$ cat src/rtl/regfile_pkg.sv
// regfile_pkg: shared constants and helpers for the register file with
// pending scoreboard (regfile_sb, rf_scoreboard).
package regfile_pkg;

   localparam int XLEN_DEF  = 32;
   localparam int NREGS_DEF = 32;
   localparam int ZERO_REG  = 0;

   // Width of a counter able to hold the values 0..n inclusive.
   function automatic int clog2_cnt(input int n);
      return $clog2(n + 1);
   endfunction

endpackage

$ cat src/rtl/rf_scoreboard.sv
// rf_scoreboard: per-register pending bits, issue handshake, flush and the
// registered pending count. Register 0 is never pending.
// Optional feature: REGFILE_BYPASS_EN makes a same-cycle writeback clear the
// pending bit seen by the read ports.
module rf_scoreboard
   import regfile_pkg::*;
#(
   parameter  int NREGS = NREGS_DEF,
   parameter  int NRD   = 2,
   localparam int AW    = $clog2(NREGS),
   localparam int CW    = clog2_cnt(NREGS)
) (
   input  logic              clk,
   input  logic              rst,
   input  logic [NRD*AW-1:0] rd_addr,
   output logic [NRD-1:0]    rd_pend,
   input  logic              wr_en,
   input  logic [AW-1:0]     wr_addr,
   input  logic              iss_valid,
   input  logic [AW-1:0]     iss_addr,
   output logic              iss_ready,
   input  logic              flush,
   output logic [CW-1:0]     pend_cnt
);

   localparam logic [AW-1:0] ZA = AW'(ZERO_REG);

   logic [NREGS-1:0] pend;
   logic [NREGS-1:0] pend_nxt;
   logic             clr;
   logic             set;
   logic             inc;
   logic             dec;

   // Issue may proceed if the destination is free, being written back now, or x0.
   always_comb begin
      iss_ready = ~pend[iss_addr] | (wr_en & (wr_addr == iss_addr)) | (iss_addr == ZA);
   end

   // Count bookkeeping: a set only adds when the bit was clear; a clear only
   // subtracts when it is not immediately re-set by an issue to the same register.
   always_comb begin
      clr = wr_en & (wr_addr != ZA);
      set = iss_valid & iss_ready & ~flush & (iss_addr != ZA);
      inc = set & ~pend[iss_addr];
      dec = clr & pend[wr_addr] & ~(set & (iss_addr == wr_addr));
   end

   // Next pending vector: clear on writeback, set wins over clear, flush wipes all.
   always_comb begin
      pend_nxt = pend;
      if (clr) pend_nxt[wr_addr] = 1'b0;
      if (set) pend_nxt[iss_addr] = 1'b1;
      if (flush) pend_nxt = '0;
      pend_nxt[ZERO_REG] = 1'b0;
   end

   // Pending state and count registers; reset overrides everything.
   always_ff @(posedge clk) begin
      if (rst) begin
         pend     <= '0;
         pend_cnt <= '0;
      end else begin
         pend <= pend_nxt;
         if (flush) pend_cnt <= '0;
         else       pend_cnt <= pend_cnt + CW'(inc) - CW'(dec);
      end
   end

   // Per-port pending lookup, optionally seeing a same-cycle writeback as cleared.
   always_comb begin
      rd_pend = '0;
      for (int k = 0; k < NRD; k++) begin
         logic [AW-1:0] a;
         a = rd_addr[k*AW +: AW];
`ifdef REGFILE_BYPASS_EN
         if (wr_en && (wr_addr == a)) rd_pend[k] = 1'b0;
         else                         rd_pend[k] = (a != ZA) & pend[a];
`else
         rd_pend[k] = (a != ZA) & pend[a];
`endif
      end
   end

endmodule

$ cat src/rtl/regfile_sb.sv
// regfile_sb: parametrised integer register file with x0 hardwired to zero,
// NRD combinational read ports and a per-register pending scoreboard.
// Optional feature: REGFILE_BYPASS_EN enables write-through of the current
// writeback to the read ports (data and pending bit).
module regfile_sb
   import regfile_pkg::*;
#(
   parameter  int XLEN  = XLEN_DEF,
   parameter  int NREGS = NREGS_DEF,
   parameter  int NRD   = 2,
   localparam int AW    = $clog2(NREGS),
   localparam int CW    = clog2_cnt(NREGS)
) (
   input  logic                clk,
   input  logic                rst,
   input  logic [NRD*AW-1:0]   rd_addr,
   output logic [NRD*XLEN-1:0] rd_data,
   output logic [NRD-1:0]      rd_pend,
   input  logic                wr_en,
   input  logic [AW-1:0]       wr_addr,
   input  logic [XLEN-1:0]     wr_data,
   input  logic                iss_valid,
   input  logic [AW-1:0]       iss_addr,
   output logic                iss_ready,
   input  logic                flush,
   output logic [CW-1:0]       pend_cnt
);

   localparam logic [AW-1:0] ZA = AW'(ZERO_REG);

   logic [XLEN-1:0] regs [NREGS];

   // Data array: reset clears every entry, writes to x0 are dropped.
   always_ff @(posedge clk) begin
      if (rst) begin
         for (int i = 0; i < NREGS; i++) regs[i] <= '0;
      end else if (wr_en && (wr_addr != ZA)) begin
         regs[wr_addr] <= wr_data;
      end
   end

   // Read muxes: x0 reads as zero; optional write-through of the writeback.
   always_comb begin
      rd_data = '0;
      for (int k = 0; k < NRD; k++) begin
         logic [AW-1:0] a;
         a = rd_addr[k*AW +: AW];
         if (a == ZA)
            rd_data[k*XLEN +: XLEN] = '0;
`ifdef REGFILE_BYPASS_EN
         else if (wr_en && (wr_addr == a))
            rd_data[k*XLEN +: XLEN] = wr_data;
`endif
         else
            rd_data[k*XLEN +: XLEN] = regs[a];
      end
   end

   rf_scoreboard #(
      .NREGS (NREGS),
      .NRD   (NRD)
   ) u_sb (
      .clk       (clk),
      .rst       (rst),
      .rd_addr   (rd_addr),
      .rd_pend   (rd_pend),
      .wr_en     (wr_en),
      .wr_addr   (wr_addr),
      .iss_valid (iss_valid),
      .iss_addr  (iss_addr),
      .iss_ready (iss_ready),
      .flush     (flush),
      .pend_cnt  (pend_cnt)
   );

endmodule

$ cat config.mk
export PLATFORM = sky130hd
export DESIGN_NAME = regfile_sb
export DESIGN_NICKNAME = d
export VERILOG_FILES = /design/src/rtl/regfile_pkg.sv /design/src/rtl/rf_scoreboard.sv /design/src/rtl/regfile_sb.sv
export SDC_FILE = /design/constraint.sdc
export NUM_CORES = 2
export LEC_CHECK = 0
export BUFFER_PORTS_ARGS = -buffer_cell sky130_fd_sc_hd__buf_2
export CAP_MARGIN = 15
export CORE_MARGIN = 3
export CORE_UTILIZATION = 47
export CTS_CLUSTER_DIAMETER = 120
export CTS_CLUSTER_SIZE = 24
export DETAILED_ROUTE_END_ITERATION = 8
export PLACE_DENSITY = 0.63
export SLEW_MARGIN = 0
export SYNTH_ARGS = -nofsm -noshare
export SYNTH_HDL_FRONTEND = slang
export SYNTH_SLANG_ARGS = --single-unit
$ cat constraint.sdc
create_clock -name clk -period 6.2 [get_ports clk]
set_input_delay 0.62 -clock clk [delete_from_list [all_inputs] [get_ports clk]]
set_output_delay 0.62 -clock clk [all_outputs]
set_load 0.01 [all_outputs]
* Word-level counts from Yosys, hierarchy flattened
Memory sizes are Yosys's and may differ from the RTL's.
Cells that the tools add are included.
** Word-level totals
- Memories :: 1
- Register bits :: 38
- Input port bits :: 57
- Bits in writable memories :: 1024
- Logic and storage cells :: 69
** Memory list
- regs :: depth 32, width 32, rd ports 2, clocked after Yosys merged registers in 0, write ports 32, line regfile_sb.sv:31 : logic [XLEN-1:0] regs [NREGS];
** Cells by class
- Muxes and demuxes :: 24
- Reduce and logical (&&, ||, !) cells :: 12
- Add/subtract/negate cells :: 2
- Magnitude comparators :: 6
- Eq/ne operators :: 2
- Bitwise logic cells :: 19
** Operator list (count)
- $mux 32 :: 5
- $and 32x32->32 :: 1
- $not 32->32 :: 1
- $or 32x32->32 :: 1
- $reduce_or 32->1 :: 1
- $lt 5x6->1 const B :: 4
- $bmux 1 s5 :: 4
- $reduce_bool 5->1 :: 4
- $logic_not 5->1 :: 3
- $mux 1 :: 12
- $and 1x1->1 :: 11
- $demux 1 s5 :: 2
- $eq 5x5->1 :: 2
- $ge 5x1->1 const B :: 2
- $add 6x1->6 :: 1
- $sub 6x1->6 :: 1
- $mux 5 :: 1
- $logic_and 1x1->1 :: 3
- $not 1->1 :: 3
- $or 1x1->1 :: 2
- $reduce_or 2->1 :: 1

* Longest topological paths before layout
- Depth after elaboration :: 12
- Mapped depth :: 16
- Gate-level depth less buffers :: 14

* By module
Synthesis repeated with hierarchy kept, for this count alone.
** Second synthesis, totals
- Cell total of the unflattened synthesis :: 3790
- Area total of the unflattened synthesis :: 57131.0 um2
** Modules (own cells, without submodules)
- regfile_sb :: area each 54232.0 um2, instances 1, sequential area each 30749.5 um2, cells each 3502
- rf_scoreboard :: area each 2899.0 um2, instances 1, sequential area each 740.7 um2, cells each 288

* Worst setup path before layout
No wires, ideal clock.
- Kind :: input to register
- Start :: input port wr_addr[0]
- End :: memory regs[13][0] in the netlist's numbering, enable pin
- Setup time :: 0.428 ns
- Path slack :: 2.650 ns
- Stages on the path :: 6
- Arrival :: 3.122 ns
- Cell sequence :: buf_2 buf_4 nor2b_1 nand2_1 clkbuf_1 o21bai_1
** RTL lines
- from (decl) :: line regfile_sb.sv:20 : input logic [AW-1:0] wr_addr,
- to (decl) :: line regfile_sb.sv:31

* Final worst setup path
- Start :: input port rd_addr[5]
- End :: output port rd_data[54]
** On the way
- Cells in the longest elaborated chain, start to end :: 2
- Elaborated cells between the ends (all ways) :: 3
** RTL lines
- from (decl) :: line regfile_sb.sv:16 : input logic [NRD*AW-1:0] rd_addr,
- $mem_v2 32x32 or $logic_not 5->1 (tied branches)
- $mux 32 * :: line regfile_sb.sv:48 : if (a == ZA)
- to (decl) :: line regfile_sb.sv:17 : output logic [NRD*XLEN-1:0] rd_data,
Mark *: on every way between the ends. The rest lies on a longest branch, timed or not.

==> reports/summary.txt <==
status: finished, final reports clean
VDD IR max: 277 uV
P per Cell Area: 235 nW/um2
synth top area cells: edfxtp_1, mux4_2, and2_1
Die W: 355 um
vias in the first global route: 33900
Top FF cell, synth: edfxtp_1
Total GRT Usage: 29.6%
Clock Latency Late Sink: 0.70 ns
fraction of layout cells with a size suffix above 1: 29.2%
final core utilization: 51.0%
synthesis-to-finish area growth: 7.43%
Resize count post-CTS: 0
CTS hold repair buffers: 0
warnings from Yosys: 0
H-tree depth: 2
commonest cells in the netlist: edfxtp_1, and2_1, mux4_2
Max-Cap Viols: 0
Post-DP Area: 60000 um2
slowest CP cell: mux4_2
Clock Skews: 0.00694 ns
Leak: 20.6 nW
full die area: 126000 um2
most used cell, CP: mux4_2
Fin. Hold Viols: 0
cts bufs inserted: 50
sequential area share after synthesis: 55.0%
post-CTS setup buffer count: 0
gp weighted congestion: 0.837
post-DR vias/cell: 6.56
sinks on the clock net: 1061
transition time of the tightest slew-check pin: 1.15 ns
CP top delay family: buffers and inverters
std cell rows: 127
period utilisation layout: 65.3%
Worst Hold Class: in -> reg
design area: 61500 um2
Total Nets Final: 3612
Starting Density: 47.5%
WP data required: 5.58 ns
clk slew on worst S/H paths: 0.10 ns
core area: 120000 um2
min cycle time layout: 4.05 ns
initial antenna violation count: 16
Mapped Cells: 3613
grt ovf: 0
first-pass GRT wire length: 263000 um
RSZ-0062 raised after global routing: false
fill cell count: 9884
most instantiated library cell after synthesis: edfxtp_1
Arrival @ worst endpoint: 3.43 ns
final setup fails: 0
CTS tree: yes
share of flip-flops with an asynchronous set or reset: 0%
DRC: 0
First-pass DRT Iterations: 7
total routed wirelength: 186000 um
worst path cell trace: buf_8, buf_12, mux4_2, mux4_2, nand2_1, o21ai_1, buf_2
CP max stage delay: 0.57 ns
area leader, netlist: edfxtp_1
synth unique cells: 55
slew margin rel.: 23.0%
Via Count: 34100
Synth top area share: 53.7%
CP Buf/Inv Count: 3
synthesized area: 57200 um2
Boundary Pins: 130
Die Y: 355 um
largest net degree at the start of global routing: 87
setup TNS: 0 ns
fin. max-slew vios: 0
Max Clk Rate: 247 MHz
syn_area_per_cell: 15.8 um2
First DRT Iteration DRCs: 5072
WL/cell: 35.8 um
Worst Setup Start Kind: primary input
CP max FO: 56
CTS max path bufs: 3
crit path kind: in -> out
PortBufs: 129
clock root buffer: clkbuf_16
DP Wirelength: 110000 um
Post-synth EDFFs: 1024
Antenna Nets Post-Route: 0
CP Capture Type: primary output
post-synthesis register bit count: 1061
-- cells in the final DEF (no fill, tap or decap), types with 6 or more instances in the layout --
cell / count
dfxtp_1: 37
nand2b_1: 7
o21ai_1: 94
conb_1: 32
nand2_1: 97
o21bai_4: 30
buf_12: 23
buf_4: 95
inv_1: 77
mux2i_1: 9
clkbuf_16: 51
edfxtp_1: 1024
ha_1: 6
nand3_1: 15
diode_2: 8
mux4_2: 667
clkbuf_1: 18
and2_1: 995
o211ai_1: 30
nor2_4: 27
nor2b_1: 9
buf_2: 120
nor2_1: 10
-- flip-flops by register name, indices dropped and copies added, names as in the netlist --
register,count
regs,1024
u_sb.pend,31
u_sb.pend_cnt,6
-- metrics by stage --
stage	power, W	hold slack (ns)	setup WS, ns	instances
6_report	0.0145	0.209	2.15	5190
5_1_grt	0.0149	0.206	1.94	5184
4_1_cts	0.0145	0.168	2.14	5181
3_5_place_dp	0.0107	0.519	2.11	5107
3_3_place_gp	0.0107	0.511	2.11	5103
2_1_floorplan	0.00990	0.472	2.65	3644
-- cell families after synthesis --
| kind of cell | synth area share [%] |
|---|---|
| other | 0.00655 |
| AO/OA/AOI/OAI | 1.90 |
| flip-flops | 55.0 |
| adder cells (fa/ha/maj) | 0.166 |
| multiplexers | 26.5 |
| XOR/XNOR | 0.138 |
| buffers and inverters | 3.59 |
| AND/OR/NAND/NOR | 12.6 |
-- power by group --
group / internal, W / leakage [nW] / switching, W
combinational: 0.000952 / 9.83 / 0.00120
sequential: 0.00824 / 10.1 / 0.000194
clock: 0.00154 / 0.679 / 0.00236
total: 0.0107 / 20.6 / 0.00375
-- routing by layer --
layer / up-vias / share of wire [%] / GRT usage [%]
met5: - / 0.012 / 0
met3: 311 / 10 / 6.42
met4: 4 / 3.5 / 9.29
met1: 18200 / 38 / 40.6
li1: 13700 / - / -
met2: 1944 / 48 / 47.7
-- worst register-to-register path, stage by stage, from the launching register on --
cell      delay, ns
dfxtp_1        0.37
mux4_2         0.48
inv_1          0.09
o22ai_1        0.09
nor4_1         0.29
a211oi_1       0.11
ha_1           0.31
inv_1          0.04
ha_1           0.20
fa_1           0.44
a21oi_1        0.16
nor2_1         0.05
nor2_1         0.11
xor2_1         0.16
nor3_1         0.05
-- final timing paths --
path	start	to	slack, ns	cells past startpoint
worst max-delay path	rd_addr[5]	rd_data[54]	2.15	7
worst min-delay path	flush	u_sb.pend_cnt[3]	0.21	2
worst max register to register	u_sb.pend[23]	u_sb.pend_cnt[4]	3.13	14
worst min register to register	u_sb.pend[7]	u_sb.pend[7]	0.53	2
-- cell type report --
type	instances	area [um2]	area share, %
sequential	1061	31500	51.2
clock inverter	5	52.6	0.0855
multi-input combinational	2112	24400	39.7
inverter	78	293	0.476
timing repair buffer	245	1880	3.06
clock buffer	69	1340	2.19
tap	1612	2020	3.28
antenna	8	20.0	0.0326
(Power assumes the default switching activity.)
